$ cat config.mk
export PLATFORM = sky130hd
export DESIGN_NAME = mc_ctrl_ws_flat
export DESIGN_NICKNAME = d
export VERILOG_FILES = /design/src/rtl/mc_ctrl_pkg.sv /design/src/rtl/mc_ctrl_ws_if.sv /design/src/rtl/mc_ctrl_decode.sv /design/src/rtl/mc_ctrl_ws.sv /design/src/flat_wrapper.sv
export SDC_FILE = /design/constraint.sdc
export NUM_CORES = 1
export LEC_CHECK = 0
export CELL_PAD_IN_SITES_DETAIL_PLACEMENT = 0
export CELL_PAD_IN_SITES_GLOBAL_PLACEMENT = 1
export CORE_UTILIZATION = 33
export DETAILED_ROUTE_END_ITERATION = 16
export PLACE_DENSITY = 0.76
export SLEW_MARGIN = 0
export SYNTH_ARGS = -nofsm -noshare
export SYNTH_HDL_FRONTEND = slang
export SYNTH_SLANG_ARGS = --single-unit
$ cat constraint.sdc
create_clock -name clk -period 2 [get_ports clk]
set_input_delay 0.2 -clock clk [delete_from_list [all_inputs] [get_ports clk]]
set_output_delay 0.2 -clock clk [all_outputs]
set_load 0.01 [all_outputs]
$ cat src/rtl/mc_ctrl_pkg.sv
// Shared constants and types for the multicycle wait-state controller.
// Opcodes, functs, states, mux encodings and instruction classes.
package mc_ctrl_pkg;

  localparam logic [5:0] OP_RTYPE = 6'b000000;
  localparam logic [5:0] OP_ORI   = 6'b001101;
  localparam logic [5:0] OP_LUI   = 6'b001111;
  localparam logic [5:0] OP_ADDI  = 6'b001000;
  localparam logic [5:0] OP_LW    = 6'b100011;
  localparam logic [5:0] OP_SW    = 6'b101011;
  localparam logic [5:0] OP_BEQ   = 6'b000100;
  localparam logic [5:0] OP_J     = 6'b000010;
  localparam logic [5:0] OP_JAL   = 6'b000011;

  localparam logic [5:0] FN_ADDU  = 6'b100001;
  localparam logic [5:0] FN_SUBU  = 6'b100011;
  localparam logic [5:0] FN_SLT   = 6'b101010;
  localparam logic [5:0] FN_JR    = 6'b001000;

  typedef enum logic [2:0] {
    S_FETCH  = 3'd0,
    S_DECODE = 3'd1,
    S_EXEC   = 3'd2,
    S_MEM    = 3'd3,
    S_WB     = 3'd4,
    S_TRAP   = 3'd5
  } state_e;

  localparam logic [2:0] NPC_PC4  = 3'b000;
  localparam logic [2:0] NPC_BEQ  = 3'b001;
  localparam logic [2:0] NPC_J    = 3'b010;
  localparam logic [2:0] NPC_JR   = 3'b011;
  localparam logic [2:0] NPC_TRAP = 3'b100;

  localparam logic [1:0] RD_RT    = 2'b00;
  localparam logic [1:0] RD_RD    = 2'b01;
  localparam logic [1:0] RD_RA    = 2'b10;

  localparam logic [1:0] WD_ALU   = 2'b00;
  localparam logic [1:0] WD_DM    = 2'b01;
  localparam logic [1:0] WD_PC4   = 2'b10;

  localparam logic [1:0] EXT_ZERO = 2'b00;
  localparam logic [1:0] EXT_SIGN = 2'b01;
  localparam logic [1:0] EXT_UP   = 2'b10;

  localparam logic [1:0] ALU_ADD  = 2'b00;
  localparam logic [1:0] ALU_SUB  = 2'b01;
  localparam logic [1:0] ALU_OR   = 2'b10;
  localparam logic [1:0] ALU_SLT  = 2'b11;

  typedef enum logic [3:0] {
    C_ADDU = 4'd0,
    C_SUBU = 4'd1,
    C_SLT  = 4'd2,
    C_ORI  = 4'd3,
    C_LUI  = 4'd4,
    C_ADDI = 4'd5,
    C_LW   = 4'd6,
    C_SW   = 4'd7,
    C_BEQ  = 4'd8,
    C_J    = 4'd9,
    C_JR   = 4'd10,
    C_JAL  = 4'd11,
    C_NOP  = 4'd12
  } iclass_e;

endpackage

$ cat src/rtl/mc_ctrl_ws_if.sv
// Instruction/data memory request-acknowledge bundle.
// master = controller side, slave = memory side.
interface mc_ctrl_ws_if;
  logic im_req;
  logic im_ack;
  logic dm_req;
  logic dm_ack;
  logic DMWr;

  modport master (
    output im_req, dm_req, DMWr,
    input  im_ack, dm_ack
  );

  modport slave (
    input  im_req, dm_req, DMWr,
    output im_ack, dm_ack
  );
endinterface

$ cat src/rtl/mc_ctrl_decode.sv
// Combinational opcode/funct classifier.
// Unknown encodings come out as C_NOP with illegal set.
module mc_ctrl_decode
  import mc_ctrl_pkg::*;
(
  input  logic [5:0] opcode,
  input  logic [5:0] funct,
  output iclass_e    cls,
  output logic       illegal
);

  always_comb begin
    cls     = C_NOP;
    illegal = 1'b0;
    unique case (opcode)
      OP_RTYPE: begin
        unique case (funct)
          FN_ADDU: cls = C_ADDU;
          FN_SUBU: cls = C_SUBU;
          FN_SLT:  cls = C_SLT;
          FN_JR:   cls = C_JR;
          default: illegal = 1'b1;
        endcase
      end
      OP_ORI:  cls = C_ORI;
      OP_LUI:  cls = C_LUI;
      OP_ADDI: cls = C_ADDI;
      OP_LW:   cls = C_LW;
      OP_SW:   cls = C_SW;
      OP_BEQ:  cls = C_BEQ;
      OP_J:    cls = C_J;
      OP_JAL:  cls = C_JAL;
      default: illegal = 1'b1;
    endcase
  end

endmodule

$ cat src/rtl/mc_ctrl_ws.sv
// Multicycle MIPS-subset control FSM with memory wait states,
// overflow/illegal trap and cycle/retire counters.
module mc_ctrl_ws
  import mc_ctrl_pkg::*;
#(
  parameter bit OVF_TRAP = 1'b1,
  parameter bit ILL_TRAP = 1'b1,
  parameter int CNT_W    = 32
) (
  input  logic             clk,
  input  logic             reset,
  input  logic [5:0]       opcode,
  input  logic [5:0]       funct,
  input  logic             zero,
  input  logic             overflow,
  mc_ctrl_ws_if.master     mem,
  output logic             PCWr,
  output logic             IRWr,
  output logic             GPRWr,
  output logic             ALUSrc,
  output logic             epc_wr,
  output logic [2:0]       nPCsel,
  output logic [1:0]       regDst,
  output logic [1:0]       writeData,
  output logic [1:0]       extsel,
  output logic [1:0]       ALUsel,
  output logic [CNT_W-1:0] cyc_cnt,
  output logic [CNT_W-1:0] ret_cnt
);

  iclass_e    cls;
  logic       illegal;
  state_e     state_q, state_d;
  logic [CNT_W-1:0] cyc_q, cyc_d;
  logic [CNT_W-1:0] ret_q, ret_d;

  logic       im_req, dm_req, dm_wr;
  logic       a_src;
  logic [1:0] a_ext, a_sel;
  logic       ovf_trap;

  mc_ctrl_decode u_dec (
    .opcode  (opcode),
    .funct   (funct),
    .cls     (cls),
    .illegal (illegal)
  );

  assign ovf_trap = OVF_TRAP && (cls == C_ADDI) && overflow;

  always_comb begin
    a_src = 1'b0;
    a_ext = EXT_ZERO;
    a_sel = ALU_ADD;
    unique case (1'b1)
      cls == C_SUBU: a_sel = ALU_SUB;
      cls == C_SLT:  a_sel = ALU_SLT;
      cls == C_BEQ:  a_sel = ALU_SUB;
      cls == C_ORI: begin
        a_src = 1'b1;
        a_sel = ALU_OR;
      end
      cls == C_LUI: begin
        a_src = 1'b1;
        a_ext = EXT_UP;
        a_sel = ALU_OR;
      end
      cls == C_ADDI,
      cls == C_LW,
      cls == C_SW: begin
        a_src = 1'b1;
        a_ext = EXT_SIGN;
      end
      default: ;
    endcase
  end

  always_comb begin
    state_d   = state_q;
    im_req    = 1'b0;
    dm_req    = 1'b0;
    dm_wr     = 1'b0;
    PCWr      = 1'b0;
    IRWr      = 1'b0;
    GPRWr     = 1'b0;
    ALUSrc    = 1'b0;
    epc_wr    = 1'b0;
    nPCsel    = NPC_PC4;
    regDst    = RD_RT;
    writeData = WD_ALU;
    extsel    = EXT_ZERO;
    ALUsel    = ALU_ADD;
    unique case (state_q)
      S_FETCH: begin
        im_req = 1'b1;
        if (mem.im_ack) begin
          PCWr    = 1'b1;
          IRWr    = 1'b1;
          state_d = S_DECODE;
        end
      end
      S_DECODE: begin
        state_d = (illegal && ILL_TRAP) ? S_TRAP : S_EXEC;
      end
      S_EXEC: begin
        ALUSrc  = a_src;
        extsel  = a_ext;
        ALUsel  = a_sel;
        state_d = S_FETCH;
        unique case (cls)
          C_LW, C_SW: state_d = S_MEM;
          C_BEQ: begin
            PCWr   = zero;
            nPCsel = NPC_BEQ;
          end
          C_J: begin
            PCWr   = 1'b1;
            nPCsel = NPC_J;
          end
          C_JR: begin
            PCWr   = 1'b1;
            nPCsel = NPC_JR;
          end
          C_JAL: begin
            PCWr      = 1'b1;
            nPCsel    = NPC_J;
            GPRWr     = 1'b1;
            regDst    = RD_RA;
            writeData = WD_PC4;
          end
          C_NOP: ;
          default: state_d = ovf_trap ? S_TRAP : S_WB;
        endcase
      end
      S_MEM: begin
        ALUSrc = a_src;
        extsel = a_ext;
        ALUsel = a_sel;
        dm_req = 1'b1;
        dm_wr  = (cls == C_SW);
        if (mem.dm_ack)
          state_d = (cls == C_SW) ? S_FETCH : S_WB;
      end
      S_WB: begin
        ALUSrc  = a_src;
        extsel  = a_ext;
        ALUsel  = a_sel;
        GPRWr   = 1'b1;
        regDst  = (opcode == OP_RTYPE) ? RD_RD : RD_RT;
        writeData = (cls == C_LW) ? WD_DM : WD_ALU;
        state_d = S_FETCH;
      end
      S_TRAP: begin
        epc_wr  = 1'b1;
        PCWr    = 1'b1;
        nPCsel  = NPC_TRAP;
        state_d = S_FETCH;
      end
      default: state_d = S_FETCH;
    endcase
    // reset silences every control line, even though state is FETCH
    if (reset) begin
      im_req    = 1'b0;
      dm_req    = 1'b0;
      dm_wr     = 1'b0;
      PCWr      = 1'b0;
      IRWr      = 1'b0;
      GPRWr     = 1'b0;
      ALUSrc    = 1'b0;
      epc_wr    = 1'b0;
      nPCsel    = NPC_PC4;
      regDst    = RD_RT;
      writeData = WD_ALU;
      extsel    = EXT_ZERO;
      ALUsel    = ALU_ADD;
    end
  end

  always_comb begin
    cyc_d = cyc_q + CNT_W'(1);
    ret_d = ret_q;
    if (state_d == S_FETCH && state_q != S_FETCH
        && state_q != S_TRAP)
      ret_d = ret_q + CNT_W'(1);
  end

  always_ff @(posedge clk or posedge reset) begin
    if (reset) begin
      state_q <= S_FETCH;
      cyc_q   <= '0;
      ret_q   <= '0;
    end else begin
      state_q <= state_d;
      cyc_q   <= cyc_d;
      ret_q   <= ret_d;
    end
  end

  assign mem.im_req = im_req;
  assign mem.dm_req = dm_req;
  assign mem.DMWr   = dm_wr;
  assign cyc_cnt    = cyc_q;
  assign ret_cnt    = ret_q;

endmodule

$ cat src/flat_wrapper.sv
// flat-port wrapper written by rule: the top's interface ports become plain ports
module mc_ctrl_ws_flat import mc_ctrl_pkg::*;
#(
  parameter bit OVF_TRAP = 1'b1,
  parameter bit ILL_TRAP = 1'b1,
  parameter int CNT_W    = 32
)
  (clk, reset, opcode, funct, zero, overflow, PCWr, IRWr, GPRWr, ALUSrc, epc_wr, nPCsel, regDst, writeData, extsel, ALUsel, cyc_cnt, ret_cnt, mem_im_req, mem_dm_req, mem_DMWr, mem_im_ack, mem_dm_ack);
  mc_ctrl_ws_if mem_i ();
  input  logic clk;
  input  logic reset;
  input  logic [5:0] opcode;
  input  logic [5:0] funct;
  input  logic zero;
  input  logic overflow;
  output logic PCWr;
  output logic IRWr;
  output logic GPRWr;
  output logic ALUSrc;
  output logic epc_wr;
  output logic [2:0] nPCsel;
  output logic [1:0] regDst;
  output logic [1:0] writeData;
  output logic [1:0] extsel;
  output logic [1:0] ALUsel;
  output logic [CNT_W-1:0] cyc_cnt;
  output logic [CNT_W-1:0] ret_cnt;
  output wire logic [$bits(mem_i.im_req)-1:0] mem_im_req;
  output wire logic [$bits(mem_i.dm_req)-1:0] mem_dm_req;
  output wire logic [$bits(mem_i.DMWr)-1:0] mem_DMWr;
  input wire logic [$bits(mem_i.im_ack)-1:0] mem_im_ack;
  input wire logic [$bits(mem_i.dm_ack)-1:0] mem_dm_ack;
  assign mem_im_req = mem_i.im_req;
  assign mem_dm_req = mem_i.dm_req;
  assign mem_DMWr = mem_i.DMWr;
  assign mem_i.im_ack = mem_im_ack;
  assign mem_i.dm_ack = mem_dm_ack;
  mc_ctrl_ws #(.OVF_TRAP(OVF_TRAP), .ILL_TRAP(ILL_TRAP), .CNT_W(CNT_W)) u_core (.clk(clk), .reset(reset), .opcode(opcode), .funct(funct), .zero(zero), .overflow(overflow), .mem(mem_i), .PCWr(PCWr), .IRWr(IRWr), .GPRWr(GPRWr), .ALUSrc(ALUSrc), .epc_wr(epc_wr), .nPCsel(nPCsel), .regDst(regDst), .writeData(writeData), .extsel(extsel), .ALUsel(ALUsel), .cyc_cnt(cyc_cnt), .ret_cnt(ret_cnt));
endmodule
Word level (Yosys, flattened, before mapping):

Cells that the tools add are included.

* register bits after elaboration: 67
* bits in latches: 0
* RAM bits: 0
* memory bits (read-only): 0
* input bits: 18
* output and inout port bits: 83
* word-level logic and storage cells: 100
* memories kept: 0

* add/subtract/negate cells: 2
* multiply operators: 0
* div/mod/pow operators: 0
* order comparisons: 0
* eq/ne operators: 30
* shift operators: 0
* mux-type cells: 47
* bitwise operators: 0
* reductions and logical operators: 18

Operator list (number)
* $add A32 B1 Y32 const B: 2
* $pmux W4 S9: 1
* $eq A6 B6 Y1 const B: 5
* $eq A6 B4 Y1 const B: 4
* $mux W1: 21
* $eq A4 B4 Y1 const B: 5
* $eq A4 B3 Y1 const B: 4
* $pmux W4 S4: 1
* $mux W3: 5
* $mux W2: 7
* $eq A6 B2 Y1 const B: 2
* $pmux W2 S2: 3
* $pmux W2 S3: 2
* $pmux W3 S2: 2
* $pmux W3 S4: 1
* $reduce_or A5 Y1: 2
* $reduce_or A3 Y1: 3
* $eq A4 B2 Y1 const B: 2
* $reduce_or A2 Y1: 4
* $reduce_or A8 Y1: 1
* $eq A3 B2 Y1 const B: 2
* $eq A3 B3 Y1 const B: 2
* $eq A6 B3 Y1 const B: 1
* $logic_not A3 Y1: 2
* other kinds (9): 13

Longest topological paths before layout:

* depth after elaboration: 11
* gate-level depth with buffers: 8
* depth with buffers taken out: 7

By module:

A second synthesis with hierarchy kept.

* cell total of the unflattened synthesis: 367
* area total of the unflattened synthesis: 3699.8 um^2

By module, submodules not included
* mc_ctrl_ws: times used 1, cells an instance 326, area an instance 3392.0 um^2, seq. area each 1676.6 um^2
* mc_ctrl_decode: times used 1, cells an instance 41, area an instance 307.8 um^2, seq. area each 0.0 um^2

Least setup slack after synthesis:

Ideal clock, no wire load.

* kind: input to output
* start: input port reset
* end: output port epc_wr
* arrival time: 2.002 ns
* data required time: 1.800 ns
* setup slack: -0.202 ns
* stages: 2
* buffers on the path: 0
* cell sequence: inv_1 and3_1

* word-level cells in the longest chain between the ends: 1

RTL lines
* start: declaration: RTL line flat_wrapper.sv:11 `input logic reset;`
* $mux W1: RTL line mc_ctrl_ws.sv:162 `if (reset) begin`
* end: declaration: RTL line flat_wrapper.sv:20 `output logic epc_wr;`

No other way between the ends.

Final worst setup path:

* start: input port funct[2]
* end: output port GPRWr

* word-level cells in the longest chain between the ends: 7
* elaborated cells on any way between the ends: 10
* those cells by class: eq/ne: 5; mux: 5

RTL lines
* start: declaration: RTL line flat_wrapper.sv:13 `input logic [5:0] funct;`
* $eq A6 B4 Y1 / $eq A6 B6 Y1 (equally long branches): RTL line mc_ctrl_decode.sv:17 `unique case (funct)`
* $pmux W4 S4 (*): RTL line mc_ctrl_decode.sv:17
* $pmux W4 S9 (*): RTL line mc_ctrl_decode.sv:15 `unique case (opcode)`
* $eq A4 B4 Y1 (*): RTL line mc_ctrl_ws.sv:110 `unique case (cls)`
* $mux W1 (*): RTL line mc_ctrl_ws.sv:110
* $pmux W1 S2 (*): RTL line mc_ctrl_ws.sv:93 `unique case (state_q)`
* $mux W1 (*): RTL line mc_ctrl_ws.sv:162
* end: declaration: RTL line flat_wrapper.sv:18 `output logic GPRWr;`

Mark *: on every way between the ends. The rest lies on a longest branch, timed or not.

==> impl_metrics.py <==
metrics = {
    "setup_path": {
        "crit_slowest_cell": "or4b_4",
        "max_stage_delay_ns": 0.53,
        "cp-end-kind": "output pin",
        "crit_fanout": 3,
        "crit_type": "input port to output pin",
        "arrival_ns": 2.05,
        "worst_ep_required_time_ns": 1.80,
        "cp-start-kind": "input port",
        "path_cells": "buf_6, nor4b_4, a211oi_2, or4b_4, or3_4, and3b_2, a21o_1, buf_2",
    },
    "sta": {
        "post-route-period-util": 1.13,
        "final-hold-violation-count": 0,
        "timing.fmax_mhz": 444,
        "fin_crit_ns": 2.25,
        "slew_violations": 0,
        "setup_viol": 42,
        "tightest_slew_ns": 0.551,
        "rsz0062_at_grt": "true",
        "skew_ns": 0.00603,
        "setup_ws_ns": -0.250,
        "maxSlewHeadroom": 0.633,
    },
    "synthesis": {
        "synthFlopType": "dfrtp_1",
        "synth_fa_ha_area_frac": 0.00663,
        "ys.warnings.count": 0,
        "yosysMostFrequentCell": "dfrtp_1",
        "yosys-top-cells-area": "dfrtp_1 44%, xor2_1 7.2%, xnor2_1 7.0%, nand3_1 4.0%, nor3_1 3.6%",
        "synthDistinctLibCells": 54,
        "ys_async_sr_fraction": 1.00,
        "avgSynthCellArea_um2": 9.60,
        "ys_ff_latch": 67,
        "syn_nets": 413,
        "synth_xor_area_frac": 0.142,
        "synth.area.mux_share": 0.00564,
        "synth_top_family_by_area": "simple AND/OR/NAND/NOR gates",
        "ys_seq_area_frac": 0.444,
        "yosys-top-cells-count": "67 x dfrtp_1, 31 x xor2_1, 30 x nand3_1, 30 x xnor2_1, 28 x nand2_1",
        "syn-cell-area_um2": 3770,
        "yosys.area_share.simple": 0.300,
        "synthDominantCellAreaShare": 0.444,
        "synth_compound_area_frac": 0.0643,
        "synth_edf_count": 0,
        "synthCells": 393,
        "yosysTopAreaCell": "dfrtp_1",
    },
    "floorplan": {
        "start_util": 0.343,
        "die_w_um": 109,
        "coreArea_um2": 11000,
        "die_h_um": 109,
        "ios": 101,
        "fp.dieArea_um2": 11900,
        "rows": 38,
    },
    "cts": {
        "cts_max_path_buffers": 2,
        "path_clk_slew_ns": 0.05,
        "tritoncts": "built",
        "hold_buffers": 0,
        "cts_sinks": 67,
        "cts_inserted_buffers": 9,
        "root_buffer": "clkbuf_16",
        "insertion_delay_ns": 0.33,
        "h-tree-depth": 3,
    },
    "grt": {
        "first_global_vias": 3877,
        "gr-usage-all-layers": 0.209,
        "use_met2": 0.344,
        "grt_overflow": 0,
        "grt_max_degree": 44,
        "grt_pass1_wl_um": 19200,
        "met3_usage": 0.0478,
        "antenna_found_initial": 0,
        "top_usage_layer": "met2",
        "met1_usage": 0.267,
    },
    "routing": {
        "vias_per_cell": 5.07,
        "vias": 3815,
        "ant_nets": 0,
        "routed_wl_um": 12100,
        "drtIter0Drc": 127,
        "first_pass_iters": 4,
        "avgRoutedWirePerCell_um": 16.1,
        "drc": 0,
    },
    "finish": {
        "fin_cells": 753,
        "num-nets-final": 628,
        "area_growth_pct": 78.2,
        "drive_above_1_share": 0.400,
        "fin_util": 0.612,
        "antenna_cells": 0,
    },
    "pwr": {
        "power_density_nw_per_um2": 657,
        "ir_drop_mv": 0.551,
        "p_leak_nw": 2.99,
        "power.total_w": 0.00442,
    },
    "placed_design": {
        "dp_hpwl_um": 8100,
        "place.gp.congestion": 0.899,
        "dp.cells": 708,
        "port_buffers": 100,
        "preCtsSetupSlack_ns": -1.04,
    },
    "job": {
        "cap_viol_max_count": 0,
    },
    "run_status": {
        "violations": "setup timing",
        "status": "complete, but fails checks",
    },
    "hold_path": {
        "worstHoldPathType": "flip-flop to flip-flop",
    },
}
## per-layer routing
| metal | vias to the layer above | share of wire | routed length (um) |
|---|---|---|---|
| met5 | - | 0 | 0 |
| met4 | 0 | 0.022 | 267 |
| met3 | 23 | 0.039 | 470 |
| met2 | 68 | 0.49 | 5980 |
| met1 | 1897 | 0.45 | 5410 |
| li1 | 1827 | - | - |
## worst paths after layout
check / end / start / depth (start not counted) / slack (ns)
worst max-delay path: GPRWr / funct[2] / 8 / -0.25
min in group asynchronous: u_core.state_q[1]$_DFF_PP0_ / reset / 4 / 0.54
worst min-delay path: u_core.cyc_cnt[31]$_DFF_PP0_ / u_core.cyc_cnt[31]$_DFF_PP0_ / 1 / 0.47
worst max register to register: u_core.ret_cnt[29]$_DFFE_PP0P_ / u_core.ret_cnt[11]$_DFFE_PP0P_ / 6 / -0.09
worst min register to register: u_core.cyc_cnt[31]$_DFF_PP0_ / u_core.cyc_cnt[31]$_DFF_PP0_ / 1 / 0.47
max in group asynchronous: u_core.cyc_cnt[8]$_DFF_PP0_ / reset / 4 / 0.96
## worst max-delay path: cells and delay by family
family                 cells  cell delay, ns
buffers and inverters      2            0.22
AOI/OAI and AO/OA          2            0.19
and+or+nand+nor            4            1.44
## what timing repair did
| item | CTS | global route |
|---|---|---|
| setup buffers | 15 | 12 |
| pin swaps | 52 | 31 |
| gates cloned | 3 | 0 |
| gates resized for setup | 194 | 22 |
| endpoints found under the setup margin | 54 | 49 |
## final cells by class
class,count,area [um^2]
flip-flops and latches,67,1680
multi-input cells,293,2510
clock buffers,10,239
well taps,140,175
fillers,899,4260
clock inverters,6,63.8
repair buffers,221,1990
inverters,16,63.8
## power breakdown
part / total, W / internal [W] / switching, W / leakage [nW]
Combinational: 0.00130 / 0.000686 / 0.000619 / 1.97
Sequential: 0.00152 / 0.00143 / 0.0000880 / 0.876
Clock: 0.00160 / 0.000998 / 0.000599 / 0.145
Total: 0.00442 / 0.00311 / 0.00131 / 2.99
## placed cells by master, fill, tap and decap left out, drive strengths merged, types with 4 or more instances in the layout
| cell type | count |
|---|---|
| and2 | 5 |
| nand2 | 28 |
| nor3 | 27 |
| clkbuf | 11 |
| nor4 | 10 |
| nand3 | 30 |
| a21oi | 8 |
| xnor2 | 30 |
| dlygate4sd2 | 9 |
| nor2 | 26 |
| clkdlybuf4s15 | 4 |
| nand4 | 11 |
| and3 | 12 |
| nor2b | 4 |
| and4 | 10 |
| dfrtp | 67 |
| buf | 138 |
| clkdlybuf4s50 | 69 |
| or3 | 4 |
| nand2b | 4 |
| xor2 | 31 |
| inv | 16 |
| o21ai | 10 |
## flip-flops by register name, summed over array words and instances (netlist names)
name / count
u_core.state_q: 3
u_core.cyc_cnt: 32
u_core.ret_cnt: 32
## cells by family after synthesis
group / Yosys count
compound gates: 37
xor+xnor: 61
fa+ha+maj: 2
buf+inv: 33
flops: 67
mux: 2
simple gates: 191
## stage by stage
step                hold WS (ns)  area [um^2]  setup TNS [ns]
floorplan                  0.356         3830          -0.265
global placement           0.460         5660          -36.27
detailed placement         0.465         5660          -38.50
CTS                        0.479         6550           -3.21
global route               0.491         6720           -6.97
finish                     0.469         6720           -3.94
No activity file was read; power rests on OpenSTA's default activity.
